[config.mk]
export PLATFORM = sky130hd
export DESIGN_NAME = mod_sha256_compress
export DESIGN_NICKNAME = d
export VERILOG_FILES = /design/src/rtl/mod_sha256_compress.sv
export SDC_FILE = /design/constraint.sdc
export NUM_CORES = 2
export LEC_CHECK = 0
export BUFFER_PORTS_ARGS = -buffer_cell sky130_fd_sc_hd__buf_4
export CAP_MARGIN = 20
export CORE_AREA = 2 2 319 321
export CTS_CLUSTER_SIZE = 16
export DETAILED_ROUTE_END_ITERATION = 10
export DIE_AREA = 0 0 321 323
export PLACE_DENSITY = 0.76
export SLEW_MARGIN = 5
export SYNTH_ARGS = -nofsm -noshare
export SYNTH_HDL_FRONTEND = slang
export SYNTH_SLANG_ARGS = --single-unit
[constraint.sdc]
create_clock -name CLK -period 8.93 [get_ports CLK]
set_clock_uncertainty 0.2 [all_clocks]
set_input_delay 1.786 -clock CLK [delete_from_list [all_inputs] [get_ports CLK]]
set_output_delay 1.786 -clock CLK [all_outputs]
set_load 0.01 [all_outputs]
[src/rtl/mod_sha256_compress.sv]
// SHA-256 compression engine: runs 64 rounds over a streamed message schedule
// against an internal K ROM and folds the result into the supplied chaining value.
module mod_sha256_compress (
    input  logic         CLK,
    input  logic         RST_N,
    input  logic         START,
    input  logic [255:0] H_IN,
    input  logic [31:0]  W_IN,
    input  logic         W_VLD,
    output logic [5:0]   I_OUT,
    output logic         BUSY,
    output logic         DONE,
    output logic [255:0] H_OUT
);

    localparam logic [1:0] S_IDLE  = 2'd0;
    localparam logic [1:0] S_ROUND = 2'd1;
    localparam logic [1:0] S_FINAL = 2'd2;

    localparam logic [31:0] K_ROM [64] = '{
        32'h428a2f98, 32'h71374491, 32'hb5c0fbcf, 32'he9b5dba5,
        32'h3956c25b, 32'h59f111f1, 32'h923f82a4, 32'hab1c5ed5,
        32'hd807aa98, 32'h12835b01, 32'h243185be, 32'h550c7dc3,
        32'h72be5d74, 32'h80deb1fe, 32'h9bdc06a7, 32'hc19bf174,
        32'he49b69c1, 32'hefbe4786, 32'h0fc19dc6, 32'h240ca1cc,
        32'h2de92c6f, 32'h4a7484aa, 32'h5cb0a9dc, 32'h76f988da,
        32'h983e5152, 32'ha831c66d, 32'hb00327c8, 32'hbf597fc7,
        32'hc6e00bf3, 32'hd5a79147, 32'h06ca6351, 32'h14292967,
        32'h27b70a85, 32'h2e1b2138, 32'h4d2c6dfc, 32'h53380d13,
        32'h650a7354, 32'h766a0abb, 32'h81c2c92e, 32'h92722c85,
        32'ha2bfe8a1, 32'ha81a664b, 32'hc24b8b70, 32'hc76c51a3,
        32'hd192e819, 32'hd6990624, 32'hf40e3585, 32'h106aa070,
        32'h19a4c116, 32'h1e376c08, 32'h2748774c, 32'h34b0bcb5,
        32'h391c0cb3, 32'h4ed8aa4a, 32'h5b9cca4f, 32'h682e6ff3,
        32'h748f82ee, 32'h78a5636f, 32'h84c87814, 32'h8cc70208,
        32'h90befffa, 32'ha4506ceb, 32'hbef9a3f7, 32'hc67178f2
    };

    function automatic logic [31:0] rotr(input logic [31:0] x, input int n);
        return (x >> n) | (x << (32 - n));
    endfunction

    logic [1:0]   state_q, state_d;
    logic [5:0]   idx_q, idx_d;
    logic [31:0]  wv_q [8];
    logic [31:0]  wv_d [8];
    logic [31:0]  hreg_q [8];
    logic [31:0]  hreg_d [8];
    logic [255:0] hout_q, hout_d;
    logic         done_q, done_d;

    logic [31:0] k_word, sig0, sig1, ch, maj, t1, t2;

    // Working variables a..h live in wv_q[0..7]; one round is evaluated per accepted word.
    always_comb begin
        k_word = K_ROM[idx_q];
        sig0   = rotr(wv_q[0], 2) ^ rotr(wv_q[0], 13) ^ rotr(wv_q[0], 22);
        sig1   = rotr(wv_q[4], 6) ^ rotr(wv_q[4], 11) ^ rotr(wv_q[4], 25);
        ch     = (wv_q[4] & wv_q[5]) ^ (~wv_q[4] & wv_q[6]);
        maj    = (wv_q[0] & wv_q[1]) ^ (wv_q[0] & wv_q[2]) ^ (wv_q[1] & wv_q[2]);
        t1     = wv_q[7] + sig1 + ch + k_word + W_IN;
        t2     = sig0 + maj;
    end

    always_comb begin
        state_d = state_q;
        idx_d   = idx_q;
        wv_d    = wv_q;
        hreg_d  = hreg_q;
        hout_d  = hout_q;
        done_d  = 1'b0;
        case (state_q)
            S_IDLE: begin
                if (START) begin
                    for (int j = 0; j < 8; j++) begin
                        hreg_d[j] = H_IN[255 - 32*j -: 32];
                        wv_d[j]   = H_IN[255 - 32*j -: 32];
                    end
                    idx_d   = 6'd0;
                    state_d = S_ROUND;
                end
            end
            S_ROUND: begin
                if (W_VLD) begin
                    wv_d[7] = wv_q[6];
                    wv_d[6] = wv_q[5];
                    wv_d[5] = wv_q[4];
                    wv_d[4] = wv_q[3] + t1;
                    wv_d[3] = wv_q[2];
                    wv_d[2] = wv_q[1];
                    wv_d[1] = wv_q[0];
                    wv_d[0] = t1 + t2;
                    if (idx_q == 6'd63) begin
                        state_d = S_FINAL;
                    end else begin
                        idx_d = idx_q + 6'd1;
                    end
                end
            end
            S_FINAL: begin
                for (int j = 0; j < 8; j++) begin
                    hout_d[255 - 32*j -: 32] = hreg_q[j] + wv_q[j];
                end
                done_d  = 1'b1;
                idx_d   = 6'd0;
                state_d = S_IDLE;
            end
            default: begin
                state_d = S_IDLE;
                idx_d   = 6'd0;
            end
        endcase
    end

    always_ff @(posedge CLK or negedge RST_N) begin
        if (!RST_N) begin
            state_q <= S_IDLE;
            idx_q   <= 6'd0;
            hout_q  <= 256'd0;
            done_q  <= 1'b0;
            for (int j = 0; j < 8; j++) begin
                wv_q[j]   <= 32'd0;
                hreg_q[j] <= 32'd0;
            end
        end else begin
            state_q <= state_d;
            idx_q   <= idx_d;
            hout_q  <= hout_d;
            done_q  <= done_d;
            for (int j = 0; j < 8; j++) begin
                wv_q[j]   <= wv_d[j];
                hreg_q[j] <= hreg_d[j];
            end
        end
    end

    assign I_OUT = idx_q;
    assign BUSY  = (state_q != S_IDLE);
    assign DONE  = done_q;
    assign H_OUT = hout_q;

endmodule

==> impl_metrics.tcl <==
set metrics [dict create \
    outcome "finished clean" \
    ys_seq_elements 777 \
    antenna_found_initial 8 \
    cts_hold_buf 0 \
    final.min_clock_period_ps 8580 \
    worst_pin_slew_ps 1230 \
    drtIter0Drc 4443 \
    cp_slowest_cell "fa_2" \
    async_flop_share_pct 100 \
    synth_flop_cell "dfrtp_1" \
    hp-class "reg2reg" \
    grt_pass1_vias 46600 \
    drive_gt1_share_pct 20.2 \
    path_clk_slew_ps 60 \
    synthTopCellsByArea "dfrtp_1 (35%), ha_1 (8.2%), o21ai_0 (6.1%), mux2_2 (5.3%), nand2_1 (4.9%)" \
    max_freq_ghz 0.117 \
    slew_headroom_pct 17.7 \
    cts_max_level 3 \
    fin_crit_sh_pct 96.1 \
    die_area_um2 104000 \
    r2r-start "I_OUT[0]$_DFFE_PN0P_" \
    grt_usage_pct 39.8 \
    start_util_pct 54.4 \
    seqCellArea_um2 19500 \
    crit_path_end_kind "flip-flop" \
    place_congestion 1.07 \
    drt_wl_total_mm 210 \
    core_um2 101000 \
    num-fill-cells 8312 \
    synth_commonest_cells "dfrtp_1 (777), nand2_1 (711), o21ai_0 (666), ha_1 (359), a21oi_1 (322)" \
    num_rows 117 \
    cts_tree "built" \
    die_w_um 321 \
    critical_path.max_fanout 10 \
    placed_area_um2 61200 \
    avgSynthCellArea_um2 9.40 \
    finalSetupViolations 0 \
    multi_input_area_um2 33200 \
    synthesis.area_um2 54800 \
    via_per_inst 6.25 \
    worst_ep_arrival_time_ps 8900 \
    die_y_um 323 \
    syn-num-nets 6614 \
    wl_per_cell_um 27.1 \
    layout.nets 7145 \
    dr.pass1.iters 6 \
    area_growth_pct 17.5 \
    io_buffer_count 555 \
    synth_edf_count 0 \
    grt_pass1_wl_mm 305 \
    clock_sinks 777 \
    synth_area_leader_cell "dfrtp_1" \
    cts_inserted_buffers 89 \
    num_vias 48400 \
    ant_nets 0 \
    grt_max_degree 310 \
    clock_path_buffers 3 \
    io_pins 556 \
    overflow 0 \
    yosys_warnings 0 \
    root_buffer "clkbuf_16" \
    drc 0 \
    post-dp-hpwl_mm 164 \
    hold_viol 0 \
    synth.distinct_cells 85 \
    setup.worst_path.start "I_OUT[0]$_DFFE_PN0P_" \
    hold_start "H_OUT[21]$_DFFE_PN0P_" \
    required_ps 9250 \
    netlist.area_leader.share_pct 35.5 \
    drv_cap 0 \
    ys_seq_area_share_pct 35.5 \
    finalInstanceArea_um2 64400 \
    slew_viol_final 0 \
    yosysMostFrequentCell "dfrtp_1" \
    worst_setup_path_start_kind "flip-flop" \
    critPathMaxStageDelay_ps 640 \
    worstSetupPathType "reg2reg" \
    clk_latency_ps 700 \
    netlist_instances 5830 \
]
==> flip-flops by register name, indices dropped and copies added, names as in the netlist <==
register	count
DONE	1
hreg_q	256
H_OUT	256
state_q	2
wv_q	256
I_OUT	6
==> stage by stage <==
step / util [%] / TNS [ps] / hold WS (ps) / std cells / setup slack (ps)
after floorplan: - / 0 / 278 / 5830 / 270
after global routing: 63.9 / -25.7 / 291 / 7738 / -15.8
after CTS: 63.8 / 0 / 271 / 7734 / 80.0
final: 63.9 / 0 / 267 / 7741 / 347
after global placement: 60.8 / 0 / 254 / 7576 / 96.5
after detailed placement: 60.8 / 0 / 257 / 7576 / 84.3
==> final cells by class <==
class | instances | share of cell area, %
inverter | 268 | 1.56
timing repair buffer | 778 | 9.48
antenna | 4 | 0.0155
multi-input combinational | 4447 | 51.5
tap | 1309 | 2.54
sequential | 777 | 30.2
clock buffer | 118 | 3.98
clock inverter | 40 | 0.723
==> repair_timing <==
action | CTS | global route
endpoints found under the setup margin | 0 | 11
gates resized for setup | 0 | 24
setup buffers | 0 | 0
==> path summary, 6_finish.rpt <==
check | slack, ps | end | depth (start not counted)
setup / recovery | 350 | wv_q[251]$_DFFE_PN0P_ | 37
hold / removal | 270 | H_OUT[21]$_DFFE_PN0P_ | 2
setup reg to reg | 350 | wv_q[251]$_DFFE_PN0P_ | 37
hold reg to reg | 270 | H_OUT[21]$_DFFE_PN0P_ | 2
max in group asynchronous | 5800 | hreg_q[194]$_DFFE_PN0P_ | 3
min in group asynchronous | 910 | H_OUT[97]$_DFFE_PN0P_ | 1
==> routing by layer <==
layer  global-route usage (%)  wire [µm]  up-vias  part of all wire, %
met5                        0         74        -                0.035
met4                     27.0      16800       12                  8.0
met3                     7.47      16500      688                  7.9
met2                     63.5      95100     2287                   45
met1                     49.3      81200    23600                   39
li1                         -          -    21800                    -
==> worst max-delay path: cells and delay by family (launching register included) <==
kind | cells | cell delay (ps)
xor gates and xnor gates | 2 | 330
buffers and inverters | 8 | 990
adders and majority gates | 7 | 2850
AOI/OAI and AO/OA | 15 | 2710
and+or+nand+nor | 5 | 930
DFF | 1 | 370
==> cells by family (layout without fill, tap and decap cells) <==
logic type / Yosys count / after routing / share of synthesized area (%)
AOI/OAI and AO/OA: 1694 / 1694 / 19.5
xor gates and xnor gates: 412 / 412 / 6.59
DFF: 777 / 777 / 35.5
other: 0 / 4 / 0
adders and majority gates: 514 / 514 / 13.5
and+or+nand+nor: 1333 / 1333 / 11.0
buffers and inverters: 606 / 1204 / 4.16
muxes: 494 / 494 / 9.82
==> placed cells by master, fill, tap and decap left out, types with 33 or more instances in the layout <==
| cell type | count |
|---|---|
| a211oi_1 | 52 |
| dfrtp_1 | 773 |
| mux2i_1 | 227 |
| a31oi_1 | 33 |
| inv_1 | 265 |
| ha_1 | 355 |
| a21oi_1 | 321 |
| buf_4 | 756 |
| a21o_1 | 157 |
| nand3_1 | 92 |
| o21a_1 | 82 |
| xor2_1 | 177 |
| clkbuf_16 | 93 |
| mux2_2 | 258 |
| xnor2_1 | 234 |
| o22ai_1 | 42 |
| nor2_1 | 195 |
| fa_1 | 131 |
| nand2b_1 | 51 |
| o211ai_1 | 35 |
| o21ai_0 | 662 |
| or3_1 | 35 |
| nor3_1 | 68 |
| nand2_1 | 710 |
| o31ai_1 | 33 |
Power is left out: the tool's default activity adds up to more than one toggle a clock period on the data nets, which glitch-free logic cannot reach.
